<file path="src/rtl/seq_alu_pkg.sv">
`default_nettype none
//==============================================================================
// Module   : seq_alu_pkg
// Desc     : Opcodes, FSM state encoding and ERR bit positions for seq_alu.
// Revision : 1.0 - initial release
//==============================================================================
package seq_alu_pkg;

    localparam logic [3:0] OP_ADD = 4'b0000;
    localparam logic [3:0] OP_SUB = 4'b0001;
    localparam logic [3:0] OP_MUL = 4'b0010;
    localparam logic [3:0] OP_DIV = 4'b0011;
    localparam logic [3:0] OP_MOD = 4'b0100;

    typedef enum logic [1:0] {
        S_IDLE = 2'd0,
        S_ITER = 2'd1,
        S_FIX  = 2'd2,
        S_DONE = 2'd3
    } state_t;

    localparam int ERR_OVF = 0;
    localparam int ERR_DZ  = 1;

endpackage
`default_nettype wire

</file>
<file path="src/rtl/seq_alu_divstep.sv">
`default_nettype none
//==============================================================================
// Module   : seq_alu_divstep
// Desc     : One combinational restoring-division step on unsigned magnitudes.
// Revision : 1.0 - initial release
//==============================================================================
module seq_alu_divstep #(
    parameter int W = 16
) (
    input  logic [W-1:0] i_rem,
    input  logic [W-1:0] i_divisor,
    input  logic         i_dvd_bit,
    output logic [W-1:0] o_rem,
    output logic         o_q
);

    logic [W:0]   w_shift;
    logic [W-1:0] w_diff;

    // The incoming remainder is always below the divisor, so the restored
    // value fits in W bits. The difference is only used when it is non-negative.
    assign w_shift = {i_rem, i_dvd_bit};
    assign o_q     = (w_shift >= {1'b0, i_divisor});
    assign w_diff  = w_shift[W-1:0] - i_divisor;
    assign o_rem   = o_q ? w_diff : w_shift[W-1:0];

endmodule
`default_nettype wire

</file>
<file path="src/rtl/seq_alu.sv">
`default_nettype none
//==============================================================================
// Module   : seq_alu
// Desc     : Multi-cycle signed ALU (add/sub, shift-add multiply, restoring
//            divide/modulo) with START/BUSY/DONE handshake. Optional macro
//            SEQ_ALU_EARLY_TERM_EN ends multiply once the multiplier is spent.
// Revision : 1.0 - initial release
//==============================================================================
module seq_alu
    import seq_alu_pkg::*;
#(
    parameter int W  = 16,
    parameter int CW = $clog2(W + 1)
) (
    input  logic           CLK,
    input  logic           RST_N,
    input  logic           START,
    input  logic [3:0]     OP,
    input  logic [W-1:0]   IN1,
    input  logic [W-1:0]   IN2,
    output logic           BUSY,
    output logic           DONE,
    output logic [2*W-1:0] OUT,
    output logic [1:0]     ERR
);

    state_t         r_state;
    state_t         w_state_next;
    logic [3:0]     r_op;
    logic           r_neg;
    logic           r_a_neg;
    logic [CW-1:0]  r_cnt;
    logic [2*W-1:0] r_acc;
    logic [2*W-1:0] r_mcand;
    logic [W-1:0]   r_opb_mag;
    logic [W-1:0]   r_rem;
    logic [W-1:0]   r_dq;
    logic [2*W-1:0] r_out;
    logic [1:0]     r_err;

    logic [W-1:0]   w_a_mag;
    logic [W-1:0]   w_b_mag;
    logic           w_is_iter;
    logic           w_last;
    logic [2*W-1:0] w_acc_next;
    logic [W-1:0]   w_mplier_next;
    logic [W-1:0]   w_div_rem;
    logic           w_q_bit;
    logic [2*W-1:0] w_sc_res;
    logic [1:0]     w_sc_err;
    logic [2*W-1:0] w_fix_res;
    logic [1:0]     w_fix_err;

    function automatic logic [2*W-1:0] sext(input logic [W-1:0] v);
        return {{W{v[W-1]}}, v};
    endfunction

    // True when the upper W+1 bits are not a pure sign extension.
    function automatic logic out_of_range(input logic [2*W-1:0] v);
        return !((&v[2*W-1:W-1]) || !(|v[2*W-1:W-1]));
    endfunction

    assign w_a_mag   = IN1[W-1] ? -IN1 : IN1;
    assign w_b_mag   = IN2[W-1] ? -IN2 : IN2;
    assign w_is_iter = (OP == OP_MUL) ||
                       (((OP == OP_DIV) || (OP == OP_MOD)) && (IN2 != '0));

    assign w_acc_next    = r_opb_mag[0] ? (r_acc + r_mcand) : r_acc;
    assign w_mplier_next = r_opb_mag >> 1;

`ifdef SEQ_ALU_EARLY_TERM_EN
    assign w_last = (r_cnt == CW'(1)) || ((r_op == OP_MUL) && (w_mplier_next == '0));
`else
    assign w_last = (r_cnt == CW'(1));
`endif

    // During DIV/MOD the divisor magnitude sits unshifted in r_opb_mag.
    seq_alu_divstep #(
        .W (W)
    ) u_divstep (
        .i_rem     (r_rem),
        .i_divisor (r_opb_mag),
        .i_dvd_bit (r_dq[W-1]),
        .o_rem     (w_div_rem),
        .o_q       (w_q_bit)
    );

    always_comb begin
        w_sc_res = '0;
        w_sc_err = '0;
        case (OP)
            OP_ADD: begin
                w_sc_res          = sext(IN1) + sext(IN2);
                w_sc_err[ERR_OVF] = out_of_range(w_sc_res);
            end
            OP_SUB: begin
                w_sc_res          = sext(IN1) - sext(IN2);
                w_sc_err[ERR_OVF] = out_of_range(w_sc_res);
            end
            OP_MUL: begin
                w_sc_res = '0;
            end
            OP_DIV, OP_MOD: begin
                w_sc_err[ERR_DZ] = 1'b1;
            end
            default: begin
                w_sc_err = 2'b11;
            end
        endcase
    end

    always_comb begin
        w_fix_res = '0;
        w_fix_err = '0;
        case (r_op)
            OP_MUL: begin
                w_fix_res          = r_neg ? -r_acc : r_acc;
                w_fix_err[ERR_OVF] = out_of_range(w_fix_res);
            end
            OP_DIV: begin
                w_fix_res          = r_neg ? -{{W{1'b0}}, r_dq} : {{W{1'b0}}, r_dq};
                w_fix_err[ERR_OVF] = out_of_range(w_fix_res);
            end
            default: begin
                w_fix_res = r_a_neg ? -{{W{1'b0}}, r_rem} : {{W{1'b0}}, r_rem};
            end
        endcase
    end

    always_ff @(posedge CLK) begin
        if (!RST_N) begin
            r_state <= S_IDLE;
        end else begin
            r_state <= w_state_next;
        end
    end

    always_comb begin
        w_state_next = r_state;
        BUSY         = (r_state != S_IDLE);
        DONE         = (r_state == S_DONE);
        case (r_state)
            S_IDLE:  if (START) w_state_next = w_is_iter ? S_ITER : S_DONE;
            S_ITER:  if (w_last) w_state_next = S_FIX;
            S_FIX:   w_state_next = S_DONE;
            default: w_state_next = S_IDLE;
        endcase
    end

    always_ff @(posedge CLK) begin
        if (!RST_N) begin
            r_op      <= '0;
            r_neg     <= 1'b0;
            r_a_neg   <= 1'b0;
            r_cnt     <= '0;
            r_acc     <= '0;
            r_mcand   <= '0;
            r_opb_mag <= '0;
            r_rem     <= '0;
            r_dq      <= '0;
            r_out     <= '0;
            r_err     <= '0;
        end else begin
            case (r_state)
                S_IDLE: begin
                    if (START) begin
                        r_op      <= OP;
                        r_neg     <= IN1[W-1] ^ IN2[W-1];
                        r_a_neg   <= IN1[W-1];
                        r_cnt     <= CW'(W);
                        r_acc     <= '0;
                        r_mcand   <= {{W{1'b0}}, w_a_mag};
                        r_opb_mag <= w_b_mag;
                        r_rem     <= '0;
                        r_dq      <= w_a_mag;
                        if (!w_is_iter) begin
                            r_out <= w_sc_res;
                            r_err <= w_sc_err;
                        end
                    end
                end
                S_ITER: begin
                    r_cnt <= r_cnt - CW'(1);
                    if (r_op == OP_MUL) begin
                        r_acc     <= w_acc_next;
                        r_mcand   <= r_mcand << 1;
                        r_opb_mag <= w_mplier_next;
                    end else begin
                        r_rem <= w_div_rem;
                        r_dq  <= {r_dq[W-2:0], w_q_bit};
                    end
                end
                S_FIX: begin
                    r_out <= w_fix_res;
                    r_err <= w_fix_err;
                end
                default: begin
                    r_out <= r_out;
                end
            endcase
        end
    end

    assign OUT = r_out;
    assign ERR = r_err;

endmodule
`default_nettype wire

</file>
<file path="config.mk">
export PLATFORM = sky130hd
export DESIGN_NAME = seq_alu
export DESIGN_NICKNAME = d
export VERILOG_FILES = /design/src/rtl/seq_alu_pkg.sv /design/src/rtl/seq_alu_divstep.sv /design/src/rtl/seq_alu.sv
export SDC_FILE = /design/constraint.sdc
export NUM_CORES = 1
export LEC_CHECK = 0
export BUFFER_PORTS_ARGS = -buffer_cell sky130_fd_sc_hd__clkbuf_2
export CAP_MARGIN = 10
export CORE_MARGIN = 3
export CORE_UTILIZATION = 35
export DETAILED_ROUTE_END_ITERATION = 10
export GPL_TIMING_DRIVEN = 1
export MAX_ROUTING_LAYER = met4
export SETUP_SLACK_MARGIN = 0.1
export SLEW_MARGIN = 20
export SYNTH_ARGS = -nofsm -noshare
export SYNTH_HDL_FRONTEND = slang
export SYNTH_HIERARCHICAL = 1
export SYNTH_SLANG_ARGS = --single-unit
</file>
<file path="constraint.sdc">
create_clock -name CLK -period 4.3 [get_ports CLK]
set_input_delay 0.645 -clock CLK [delete_from_list [all_inputs] [get_ports CLK]]
set_output_delay 0.645 -clock CLK [all_outputs]
set_load 0.005 [all_outputs]
</file>
=== Yosys cells after proc, flatten, opt, wreduce, memory -nomap -nowiden ===
Index checks and enable logic that the tools add are counted.

* ROM bits: 0
* Word-level logic and storage cells: 117
* RAM bits: 0
* Bits in registers: 159
* Latch bits: 0
* Memories: 0

* Div/mod/pow operators: 0
* Reduce and logical (&&, ||, !) cells: 38
* $mul: 0
* Equal/unequal tests: 16
* Muxes and demuxes: 39
* Add/subtract/negate cells: 10
* Order comparisons: 1
* Bitwise operators: 1
* Shift operators: 0

{| class="wikitable"
|+ Operators by type and width
! kind !! number
|-
| 32-bit 2-to-1 mux || 10
|-
| 32-bit one-hot mux with 2 select lines || 5
|-
| 16-bit 2-to-1 mux || 9
|-
| 16-bit one-hot mux with 2 select lines || 3
|-
| 17-bit AND reduction || 4
|-
| 17-bit OR reduction || 4
|-
| 16-bit negator with 32-bit output || 2
|-
| 32-bit adder || 1
|-
| 16-bit negator || 2
|-
| 32-bit negator || 1
|-
| 16-bit by 16-bit adder with 17-bit output || 1
|-
| 17-bit by 16-bit >= comparator with 1-bit output || 1
|-
| 16-bit by 16-bit subtractor with 17-bit output || 1
|-
| 4-bit by 2-bit == test with 1-bit output, second input constant || 4
|-
| 16-bit nonzero test || 1
|-
| 16-bit subtractor || 1
|-
| 2-bit != test, second input constant || 6
|-
| 2-bit 2-to-1 mux || 5
|-
| 5-bit one-hot mux with 2 select lines || 1
|-
| 3-bit AND reduction || 3
|-
| 1-bit zero test || 8
|-
| 1-bit logical OR || 6
|-
| 2-bit one-hot mux with 3 select lines || 1
|-
| 2-bit AND reduction || 3
|-
| other kinds (18) || 22
|}

=== Logic depth before layout (Yosys ltp) ===
Gate-level depths: netlist (run 1).

* Depth after elaboration: 9
* Gate-level depth with buffers: 13
* Mapped depth without buffers: 12

=== Modules after synthesis ===
The synthesis (run 1) kept the hierarchy.

{| class="wikitable"
|+ By module, submodules not included
! module !! area each (um2) !! cells each !! sequential area each (um2) !! instances
|-
| seq_alu || 12032.8 || 1572 || 3183.1 || 1
|-
| seq_alu_divstep || 1132.3 || 159 || 0.0 || 1
|}

=== Worst setup path after synthesis (run 1) ===
Ideal clock, no wire load.

* Path kind: input to register
* From: input IN1[0]
* To: register r_out[31] (netlist: OUT[31])
* Arrival time: 3.056 ns
* Buffers on the path: 1
* Stages: 12
* Slack: 1.127 ns
* Cells stage by stage: ha_1 > inv_1 > fa_1 > o21bai_1 > a2111o_1 > nand3_1 > or3b_2 > a22o_1 > a221oi_1 > nor2_2 > buf_2 > a22o_1

* Cells in the longest elaborated chain, start to end: 5
* Elaborated cells on any way between the ends: 6
* Those cells by class: 2 x add/sub; 4 x mux

{| class="wikitable"
|+ Ends and longest elaborated chain
! item !! line !! source
|-
| start, declared || seq_alu.sv:19 || <nowiki>input logic [W-1:0] IN1,</nowiki>
|-
| 16-bit by 16-bit subtractor with 17-bit output / 16-bit by 16-bit adder with 17-bit output (equally long branches) || seq_alu.sv:97, seq_alu.sv:93 ||
|-
| 32-bit one-hot mux with 2 select lines (*) || seq_alu.sv:91 || <nowiki>case (OP)</nowiki>
|-
| 32-bit 2-to-1 mux (*) || seq_alu.sv:176 || <nowiki>if (!w_is_iter) begin</nowiki>
|-
| 32-bit 2-to-1 mux (*) || seq_alu.sv:166 || <nowiki>if (START) begin</nowiki>
|-
| 32-bit one-hot mux with 2 select lines (*) || seq_alu.sv:164 || <nowiki>case (r_state)</nowiki>
|-
| end signal, assigned || seq_alu.sv:177 || <nowiki>r_out <= w_sc_res;</nowiki>
|-
| end signal, assigned || seq_alu.sv:194 || <nowiki>r_out <= w_fix_res;</nowiki>
|-
| end signal, assigned || seq_alu.sv:198 || <nowiki>r_out <= r_out;</nowiki>
|-
| end, declared || seq_alu.sv:38 || <nowiki>logic [2*W-1:0] r_out;</nowiki>
|}

Every way passes the cells marked *; elsewhere a longest branch is shown, timed or not. The select of a mux whose other input is x is not followed.
A chain may end at the register's enable or synchronous reset.

=== Worst setup path in the final report (run 1) ===
* From: input IN2[1]
* To: register r_out[29] (netlist: OUT[29])

* Cells in the longest elaborated chain, start to end: 5
* Elaborated cells on any way between the ends: 11
* Those cells by class: 2 x add/sub; 1 x eq/ne; 4 x mux; 4 x reduce/logical

{| class="wikitable"
|+ Ends and longest elaborated chain
! item !! line !! source
|-
| start, declared || seq_alu.sv:20 || <nowiki>input logic [W-1:0] IN2,</nowiki>
|-
| 16-bit by 16-bit subtractor with 17-bit output (tied with other cells) || seq_alu.sv:97 || <nowiki>w_sc_res = sext(IN1) - sext(IN2);</nowiki>
|-
| 32-bit one-hot mux with 2 select lines / 1-bit logical AND (equally long branches) || seq_alu.sv:91, seq_alu.sv:66 ||
|-
| 32-bit 2-to-1 mux / 1-bit logical OR (equally long branches) || seq_alu.sv:176, seq_alu.sv:65 ||
|-
| 32-bit 2-to-1 mux / 2-bit != test (equally long branches) || -- ||
|-
| 32-bit one-hot mux with 2 select lines / 3-bit AND reduction (equally long branches) || -- ||
|}

Parallel ways exist; a longest one is shown, timed or not. The select of a mux whose other input is x is not followed.

==> out/summary.md, run 1 <==
### Drt
* routed wire length: 42760 um
* first-iteration detailed-routing DRC count: 960
* average wire length per cell after detail routing: 18.91 um
* ratio of routed vias to standard cells: 5.771
* number of iterations in the first detailed-routing pass: 5
* post-route antenna net violation count: 0
* DRC errors left: 0
* detailed-route via count: 13050

### STA
* transition time of the tightest slew-check pin: 0.9434 ns
* minimum clock period: 3.508 ns
* Max Transition Viols Final: 0
* final hold violation count: 0
* worst slew slack as a fraction of its limit: 37.11%
* Fin Hold WS: 0.4658 ns
* total negative slack: 0 ns
* Finish-stage setup viols: 0
* highest clock frequency the design can meet: 0.2850 GHz
* ratio of final minimum period to clock period: 81.59%
* setup repair after global routing missed its margin: no
* skew final: 0.01095 ns

### Clock network
* Clock Latency Late Sink: 0.44 ns
* number of hold buffers added after CTS: 0
* CTS tree: done
* TritonCTS buffer count: 17
* Max Root-Sink Buffers: 2
* Post-CTS Repair Setup Buffers: 0
* count of instances resized after the clock tree is built: 0
* Num Clock Sinks: 159
* Max H-tree Level: 4
* clock root cell: sky130_fd_sc_hd__clkbuf_16
* clk slew on worst S/H paths: 0.07 ns

### Critical path
* Arrival @ worst endpoint: 3.89 ns
* critical path capture point type: flop
* worst endpoint required time: 4.69 ns
* setup slack, reg-to-reg: 1.01 ns
* Worst Setup Start Kind: input pin
* CP Class: input pin to flop
* maximum fanout along the worst path: 16

### Power and ir drop
* part of the total power dissipated in the clock network: 14.6%
* switching part of the total: 49.68%
* pwr/cell area: 723.7 nW/um2
* fraction of power consumed by combinational cells: 62.7%
* Leakage Power: 0.005735 uW
* internal power: 5281 uW
* part of the power in registers: 22.7%
* post-route total power: 10500 uW
* switching component of the power: 5214 uW
* maximum vdd ir drop: 0.8623 mV

### Logic synthesis
* share of synthesized registers carrying an async set or reset: 0%
* Seq/Total Area, Yosys: 24.18%
* number of instances in the synthesized netlist: 1731
* Net Count, Synth: 1867
* number of distinct standard cells referenced by the synthesized netlist: 98
* number of flip-flops and latches in the synthesized netlist: 159
* synthesized area divided by synthesized cell count: 7.606 um2
* YS warnings: 6
* leading register cell type out of synthesis: sky130_fd_sc_hd__dfxtp_1
* number of flops mapped to enable cells by yosys: 0
* total standard cell area after synthesis: 13170 um2

### Global route
* number of antenna violations at the first check in global routing: 0
* first-pass GRT wire length: 67180 um
* pin count of the biggest net entering global routing: 67
* vias in the first global route: 12090
* GRT Overall Usage: 21.75%
* total global routing overflow: 0

### Floorplanning
* die area: 39980 um2
* Core Region: 36870 um2
* FP Rows: 70
* I/O pin total: 75
* Die Ht: 199.9 um
* initial standard-cell utilization of the core: 35.70%
* Die X-Extent: 199.9 um

### Hold path
* Hold Path Class: flop to flop

### Layout
* n_diodes: 0
* final core utilization: 39.33%
* fraction of layout cells with a size suffix above 1: 10.53%
* Layout Area Growth over Synthesis: 10.16%
* final net count: 1880
* fill cell total of the finished layout: 3823

### Place
* DP HPWL: 32220 um
* RePlAce Congestion: 0.9608
* Port Buffer Count: 74

### Flow run
* number of max-capacitance violations reported: 0

### Run status
* status: finished clean

## final timing paths
check / end / from / depth (start not counted)
worst min-delay path: r_op[1] / r_op[1] / 2
worst max register to register: r_acc[31] / r_acc[2] / 10
worst max-delay path: OUT[29] / IN2[1] / 12
worst min register to register: r_op[1] / r_op[1] / 2
## state kept, by name, indices dropped and copies added (netlist names), 4 cells and up
register / count
r_op: 4
OUT: 32
r_opb_mag: 16
r_mcand: 32
r_acc: 32
r_rem: 16
r_dq: 16
r_cnt: 5
## metrics by stage
stage                     setup slack, ns  area (um2)  std cells
after floorplan                     1.127       13170       1731
after global placement             0.4573       13920       2229
after detailed placement           0.4142       13920       2229
after CTS                          0.8629       14500       2261
after global routing               0.6092       14500       2261
final                              0.7917       14500       2261
## kinds of logic (layout without fill, tap and decap cells)
| group | Yosys count | in the layout | synth area share (%) |
|---|---|---|---|
| XOR/XNOR | 119 | 119 | 7.917 |
| AO/OA/AOI/OAI | 599 | 599 | 31.02 |
| adder cells (fa/ha/maj) | 97 | 97 | 9.447 |
| buffers and inverters | 185 | 211 | 5.617 |
| flip-flops | 159 | 159 | 24.18 |
| AND/OR/NAND/NOR | 554 | 554 | 20.19 |
| multiplexers | 18 | 18 | 1.635 |
## synth_stat cells (9+ instances only)
cell | n | area (um2)
sky130_fd_sc_hd__nand2_1 | 180 | 675.7
sky130_fd_sc_hd__nor2_1 | 167 | 626.9
sky130_fd_sc_hd__dfxtp_1 | 159 | 3183
sky130_fd_sc_hd__a21oi_1 | 128 | 640.6
sky130_fd_sc_hd__o21ai_0 | 116 | 580.6
sky130_fd_sc_hd__ha_1 | 93 | 1164
sky130_fd_sc_hd__clkbuf_1 | 86 | 322.8
sky130_fd_sc_hd__inv_1 | 80 | 300.3
sky130_fd_sc_hd__xor2_1 | 65 | 569.3
sky130_fd_sc_hd__a22oi_1 | 56 | 420.4
sky130_fd_sc_hd__o211ai_1 | 54 | 405.4
sky130_fd_sc_hd__xnor2_1 | 54 | 473.0
sky130_fd_sc_hd__nor3_1 | 37 | 185.2
sky130_fd_sc_hd__nand3_1 | 26 | 130.1
sky130_fd_sc_hd__o31ai_1 | 25 | 187.7
sky130_fd_sc_hd__a21o_1 | 21 | 157.7
sky130_fd_sc_hd__a22o_1 | 19 | 166.4
sky130_fd_sc_hd__o41ai_1 | 17 | 148.9
sky130_fd_sc_hd__a211oi_1 | 16 | 120.1
sky130_fd_sc_hd__a31oi_1 | 15 | 93.84
sky130_fd_sc_hd__nor2b_1 | 15 | 93.84
sky130_fd_sc_hd__o21bai_1 | 15 | 112.6
sky130_fd_sc_hd__or3_1 | 15 | 93.84
sky130_fd_sc_hd__and2_1 | 14 | 87.58
sky130_fd_sc_hd__nand2b_1 | 14 | 87.58
sky130_fd_sc_hd__a221oi_1 | 13 | 113.9
sky130_fd_sc_hd__nor4_1 | 13 | 81.33
sky130_fd_sc_hd__o21a_1 | 12 | 90.09
sky130_fd_sc_hd__mux2i_1 | 11 | 110.1
sky130_fd_sc_hd__nand4_1 | 11 | 68.82
sky130_fd_sc_hd__and3_1 | 10 | 62.56
sky130_fd_sc_hd__a21oi_2 | 9 | 78.83
## routing by layer
layer / track usage, % / part of all wire, % / wire [um]
met5: - / 0 / 0
met4: 7.030 / 3.0 / 1300
met3: 2.551 / 5.2 / 2218
met2: 35.41 / 47 / 20120
met1: 28.25 / 45 / 19120
## cell type report
cell class                 instances  area (um2)  share of cell area, %
clock buffer                      17       425.4                  2.933
clock inverter                    15       151.4                  1.044
tap                              504       630.6                  4.348
inverter                          82       309.0                  2.131
multi-input combinational       1387        9260                  63.85
timing repair buffer              97       543.0                  3.744
sequential                       159        3183                  21.95
## critical path: stages
cell and delay, ns:
sky130_fd_sc_hd__clkbuf_2 0.15, sky130_fd_sc_hd__inv_1 0.14, sky130_fd_sc_hd__ha_1 0.18, sky130_fd_sc_hd__or3b_1 0.38
sky130_fd_sc_hd__or4_1 0.51, sky130_fd_sc_hd__nand2b_1 0.22, sky130_fd_sc_hd__nor3_1 0.24, sky130_fd_sc_hd__o31a_1 0.29
sky130_fd_sc_hd__a22o_1 0.23, sky130_fd_sc_hd__nand2_1 0.12, sky130_fd_sc_hd__nor2_2 0.55, sky130_fd_sc_hd__a22o_1 0.23
## cell usage in the layout (no fill, tap or decap), drive strengths merged, types with 18 or more instances in the layout
| cell type | netlist | final |
|---|---|---|
| a22o | 20 | 20 |
| buf | 17 | 23 |
| xor2 | 65 | 65 |
| o21ai | 121 | 121 |
| a21oi | 137 | 137 |
| nor3 | 37 | 37 |
| nand3 | 26 | 26 |
| nand2 | 180 | 180 |
| o211ai | 56 | 56 |
| a22oi | 56 | 56 |
| inv | 82 | 89 |
| dfxtp | 159 | 159 |
| o41ai | 18 | 18 |
| clkbuf | 86 | 91 |
| a21o | 21 | 21 |
| ha | 93 | 93 |
| xnor2 | 54 | 54 |
| o31ai | 25 | 25 |
| nor2 | 168 | 168 |
## power by group through the flow
| stage | clock (uW) | sequential (uW) | combinational [uW] |
|---|---|---|---|
| after floorplan | 0 | 2180 | 5220 |
| after global placement | 0 | 2400 | 6460 |
| after detailed placement | 0 | 2390 | 6520 |
| after CTS | 1560 | 2370 | 6560 |
| after global routing | 1610 | 2420 | 7010 |
| final | 1530 | 2380 | 6580 |
No activity file was read; power rests on OpenSTA's default activity.
==> run 2, diff against run 1 <==
==> constraint.sdc (replaced) <==
create_clock -name CLK -period 2.85 [get_ports CLK]
set_input_delay 0.4275 -clock CLK [delete_from_list [all_inputs] [get_ports CLK]]
set_output_delay 0.4275 -clock CLK [all_outputs]
set_load 0.005 [all_outputs]
==> run 2 against run 1 <==
Against the previous run: the run now ends with negative setup slack left; highest routed layer unchanged; critical path type is now flop to flop; clock skew is 0.0012 ns higher; die area unchanged; final cell count grew 12%; critical path depth is 3 lower; power rose by 68%; largest cell class unchanged; final area is 18% higher; worst hold slack got worse by 0.15 ns; first-iteration DRC count up 29%.
==> out/summary.md, run 2 (same netlist as run 1, synthesis figures left out) <==
### Run status
* status: complete, but fails checks
* failing checks: negative setup slack

### Layout
* final net count: 2150
* Layout Area Growth over Synthesis: 29.74%
* fill cell total of the finished layout: 3682
* cell area after layout: 17080 um2
* n_diodes: 0
* fraction of layout cells with a size suffix above 1: 26.05%
* most used cells in the layout excluding fill and tap cells: sky130_fd_sc_hd__buf_4, sky130_fd_sc_hd__nand2_1, sky130_fd_sc_hd__nor2_1
* final core utilization: 46.32%
* most common cell after layout, fill and taps aside: sky130_fd_sc_hd__buf_4
* Final Instance Count excl. Fillers: 2531

### STA
* minimum clock period: 2.909 ns
* setup slack of the critical path after layout: -0.05865 ns
* skew final: 0.01210 ns
* final hold violation count: 0
* transition time of the tightest slew-check pin: 0.6992 ns
* worst slew slack as a fraction of its limit: 53.07%
* ratio of final minimum period to clock period: 102.1%
* highest clock frequency the design can meet: 0.3438 GHz
* Finish-stage setup viols: 3
* Max Transition Viols Final: 0
* setup repair after global routing missed its margin: yes

### Critical path
* CP Class: flop to flop
* beginning of the worst register-to-register path: r_acc[0]
* setup slack, reg-to-reg: -0.06 ns
* critical path capture point type: flop
* Arrival @ worst endpoint: 3.24 ns
* reg-to-reg critical path endpoint: ERR[0]
* worst endpoint required time: 3.18 ns
* Worst Setup Start Kind: flop
* path depth of the worst reg2reg path: 9
* maximum fanout along the worst path: 4

### Power and ir drop
* maximum vdd ir drop: 1.002 mV
* pwr/cell area: 1034 nW/um2
* Leakage Power: 0.007159 uW
* part of the total power dissipated in the clock network: 12.9%
* fraction of power consumed by combinational cells: 67.7%
* switching part of the total: 47.60%
* internal power: 9256 uW
* switching component of the power: 8409 uW
* part of the power in registers: 19.4%

### Drt
* first-iteration detailed-routing DRC count: 1238
* post-route antenna net violation count: 0
* number of iterations in the first detailed-routing pass: 6
* routed wire length: 49080 um
* detailed-route via count: 14310
* average wire length per cell after detail routing: 19.39 um
* ratio of routed vias to standard cells: 5.654
* DRC errors left: 0

### Floorplanning
* I/O pin total: 75
* Die X-Extent: 199.9 um
* FP Rows: 70
* initial standard-cell utilization of the core: 35.70%
* die area: 39980 um2
* Core Region: 36870 um2
* Die Ht: 199.9 um

### Hold path
* Hold Path Class: input pin to flop
* sink of the worst hold path: r_op[1]
* worst hold stages: 3
* startpoint of the tightest hold check path: OP[1]

### Clock network
* Max H-tree Level: 4
* number of hold buffers added after CTS: 0
* Clock Latency Late Sink: 0.44 ns
* Num Clock Sinks: 159
* clock root cell: sky130_fd_sc_hd__clkbuf_16
* Max Root-Sink Buffers: 2
* clk slew on worst S/H paths: 0.07 ns
* TritonCTS buffer count: 17
* CTS tree: done

### Flow run
* number of max-capacitance violations reported: 0

### Place
* DP HPWL: 37890 um
* number of placed instances, taps included: 2481
* Port Buffer Count: 74
* area post-placement: 16010 um2
* RePlAce Congestion: 0.9505

### Global route
* number of antenna violations at the first check in global routing: 0
* total global routing overflow: 0
* GRT Overall Usage: 24.96%
* vias in the first global route: 13440
* first-pass GRT wire length: 76090 um
* pin count of the biggest net entering global routing: 62

run 2: per-stage QoR:
step | hold WS, ns | total power [uW] | worst slack (ns) | setup TNS [ns]
finish | 0.3147 | 17670 | -0.05865 | -0.09110
global route | 0.3413 | 18990 | -0.1847 | -0.5439
CTS | 0.2900 | 16910 | -0.03162 | -0.07565
detailed placement | 0.4588 | 14400 | -0.3345 | -7.590
global placement | 0.4601 | 14260 | -0.2554 | -5.752
floorplan | 0.4400 | 11270 | 0.09511 | 0
run 2: routing by layer:
metal  up-vias  track usage (%)  wire length (um)
li1       6921                -                 -
met1      6901            33.14             22480
met2       410            40.72             23050
met3        78            2.685              2334
met4         0            6.487              1216
met5         -                -                 0
run 2: final cells by class:
cell class | instances | area [um2] | share of cell area, %
Sequential cell | 159 | 3196 | 18.71
Tap cell | 504 | 630.6 | 3.692
Clock buffer | 20 | 456.7 | 2.674
Timing Repair Buffer | 367 | 2651 | 15.52
Inverter | 82 | 309.0 | 1.809
Clock inverter | 12 | 111.4 | 0.6520
Multi-Input combinational cell | 1387 | 9726 | 56.94
run 2: worst max-delay path by stage:
stage | cells after the start | from | to
2_1_floorplan | 10 | r_acc[3] | r_acc[31]
3_3_place_gp | 13 | IN2[0] | OUT[21]
3_5_place_dp | 13 | IN2[0] | OUT[25]
4_1_cts | 10 | r_dq[7] | OUT[15]
5_1_grt | 13 | r_acc[1] | ERR[0]
6_report | 9 | r_acc[0] | ERR[0]
run 2: timing repair:
item | 4_1_cts | 5_1_grt
pin swaps | 16 | 31
resized for setup | 36 | 47
setup buffers | 5 | 13
setup endpoints to repair | 15 | 48
run 2: power groups by stage:
stage / sequential (uW) / clock (uW) / combinational (uW)
after global routing: 3500 / 2420 / 13100
after CTS: 3410 / 2330 / 11200
after global placement: 3420 / 0 / 10800
after detailed placement: 3430 / 0 / 11000
final: 3430 / 2280 / 12000
after floorplan: 3310 / 0 / 7960
run 2: critical path, stage by stage, from the launching register on:
cell	delay, ns
sky130_fd_sc_hd__dfxtp_2	0.33
sky130_fd_sc_hd__or4_4	0.57
sky130_fd_sc_hd__or2_1	0.29
sky130_fd_sc_hd__o41ai_1	0.41
sky130_fd_sc_hd__xor2_1	0.19
sky130_fd_sc_hd__nor3_1	0.22
sky130_fd_sc_hd__nand4_1	0.16
sky130_fd_sc_hd__nor4_4	0.28
sky130_fd_sc_hd__o21ai_1	0.09
sky130_fd_sc_hd__a32o_1	0.26
==> run 3, diff against run 2 <==
--- a/config.mk
+++ b/config.mk
@@ -11,7 +11,6 @@
 export CORE_UTILIZATION = 35
 export DETAILED_ROUTE_END_ITERATION = 10
 export GPL_TIMING_DRIVEN = 1
-export MAX_ROUTING_LAYER = met4
 export SETUP_SLACK_MARGIN = 0.1
 export SLEW_MARGIN = 20
 export SYNTH_ARGS = -nofsm -noshare
==> run 3 against run 2 <==
Against the previous run: the flow still finishes with violations (negative setup slack); fmax about the same; count of clock-buffer cells in the layout stayed put; largest power group unchanged; highest routed layer unchanged; final cell count hardly changed.
==> out/summary.md, run 3 (same netlist as run 1, synthesis figures left out) <==
### Critical path
* largest stage delay on the critical path: 0.53 ns
* critical path cell sequence: buf_6 > ha_4 > a211oi_4 > o21a_1 > o21ai_4 > a31oi_4 > o311a_1 > o31a_1 > or4b_4 > a311o_1 > o211ai_2
* CP max-delay cell: sky130_fd_sc_hd__or4b_4
* CP Class: flop to flop
* Worst Setup Start Kind: flop
* maximum fanout along the worst path: 3
* worst endpoint required time: 3.22 ns
* path depth of the worst reg2reg path: 11
* critical path capture point type: flop
* Arrival @ worst endpoint: 3.28 ns

### Layout
* fraction of layout cells with a size suffix above 1: 25.93%
* most used cells in the layout excluding fill and tap cells: sky130_fd_sc_hd__buf_4, sky130_fd_sc_hd__nand2_1, sky130_fd_sc_hd__nor2_1
* Final Instance Count excl. Fillers: 2529
* most common cell after layout, fill and taps aside: sky130_fd_sc_hd__buf_4
* n_diodes: 0
* final net count: 2148
* Layout Area Growth over Synthesis: 29.60%
* final core utilization: 46.27%

### Floorplanning
* initial standard-cell utilization of the core: 35.70%
* Die Ht: 199.9 um
* I/O pin total: 75
* die area: 39980 um2
* Die X-Extent: 199.9 um
* FP Rows: 70
* Core Region: 36870 um2

### Clock network
* clk slew on worst S/H paths: 0.07 ns
* Num Clock Sinks: 159
* CTS tree: done
* number of hold buffers added after CTS: 0
* Clock Latency Late Sink: 0.44 ns
* Max Root-Sink Buffers: 2
* Max H-tree Level: 4
* clock root cell: sky130_fd_sc_hd__clkbuf_16
* TritonCTS buffer count: 17

### Power and ir drop
* switching part of the total: 47.60%
* maximum vdd ir drop: 0.7447 mV
* part of the power in registers: 19.4%
* part of the total power dissipated in the clock network: 12.7%
* Leakage Power: 0.007133 uW
* switching component of the power: 8433 uW
* fraction of power consumed by combinational cells: 67.9%
* internal power: 9283 uW
* pwr/cell area: 1038 nW/um2

### STA
* highest clock frequency the design can meet: 0.3441 GHz
* skew final: 0.008841 ns
* Fin Hold WS: 0.3370 ns
* setup repair after global routing missed its margin: yes
* transition time of the tightest slew-check pin: 0.7292 ns
* total negative slack: -0.09259 ns
* worst slew slack as a fraction of its limit: 51.06%
* setup slack of the critical path after layout: -0.05632 ns
* ratio of final minimum period to clock period: 102.0%
* Max Transition Viols Final: 0
* minimum clock period: 2.906 ns
* final hold violation count: 0
* Finish-stage setup viols: 3

### Place
* RePlAce Congestion: 0.9646
* DP HPWL: 37520 um
* Port Buffer Count: 74
* number of placed instances, taps included: 2480

### Drt
* average wire length per cell after detail routing: 19.21 um
* DRC errors left: 0
* ratio of routed vias to standard cells: 5.564
* routed wire length: 48590 um
* detailed-route via count: 14070
* number of iterations in the first detailed-routing pass: 5
* first-iteration detailed-routing DRC count: 1230
* post-route antenna net violation count: 0

### Global route
* total global routing overflow: 0
* GRT Overall Usage: 23.73%
* number of antenna violations at the first check in global routing: 0
* first-pass GRT wire length: 74270 um
* vias in the first global route: 13290
* pin count of the biggest net entering global routing: 62

### Run status
* failing checks: negative setup slack
* status: complete, but fails checks

### Flow run
* number of max-capacitance violations reported: 0

### Hold path
* Hold Path Class: input pin to flop
* worst hold stages: 3

run 3: cell count changes in the layout (fill, tap and decap cells not counted), sizes merged:
| cell | delta |
|---|---|
| buf | -2 |
| clkinvlp | +2 |
| clkinv | -2 |
run 3: critical path: cells and delay by family (launching register included):
kind / cells / cell delay, ns
AOI/OAI and AO/OA: 8 / 1.59
and+or+nand+nor: 1 / 0.53
DFF: 1 / 0.33
adders and majority gates: 1 / 0.27
buffers and inverters: 1 / 0.12
run 3: final timing paths:
| path | startpoint | slack, ns | endpoint |
|---|---|---|---|
| max | r_acc[1] | -0.06 | r_acc[31] |
| min | OP[1] | 0.34 | r_op[1] |
| max reg2reg | r_acc[1] | -0.06 | r_acc[31] |
| min reg2reg | r_opb_mag[7] | 0.47 | r_opb_mag[7] |
run 3: layer usage:
metal  routed length (um)  vias up  track usage (%)
li1                     -     6908                -
met1                22290     6722            32.64
met2                22680      378            39.01
met3                 2296       63            2.652
met4                 1323        0            7.651
met5                    0        -                0
run 3: final cells by class:
type                    count  area, um2
fillers                  3614      19810
multi-input cells        1387       9699
flip-flops and latches    159       3198
repair buffers            365       2665
well taps                 504      630.6
clock buffers              20      446.7
inverters                  82      309.0
clock inverters            12      112.6
run 3: power by group through the flow:
stage | Combinational (uW) | Clock [uW] | Sequential [uW]
2_1_floorplan | 7960 | 0 | 3310
3_3_place_gp | 11100 | 0 | 3430
3_5_place_dp | 11200 | 0 | 3440
4_1_cts | 11400 | 2290 | 3410
5_1_grt | 13100 | 2370 | 3500
6_report | 12000 | 2250 | 3440
run 3: repair_timing:
action	CTS	global route
buffers inserted	3	14
endpoints found under the setup margin	15	41
gates resized for setup	35	40
pin swaps	10	35
run 3: metrics by stage:
step                total power [uW]  instance area, um2  worst slack [ns]
global route                   18930               17060           -0.1391
floorplan                      11270               13340           0.09511
finish                         17720               17060          -0.05632
detailed placement             14670               16040           -0.3181
CTS                            17100               16770          -0.03911
global placement               14490               16040           -0.2595
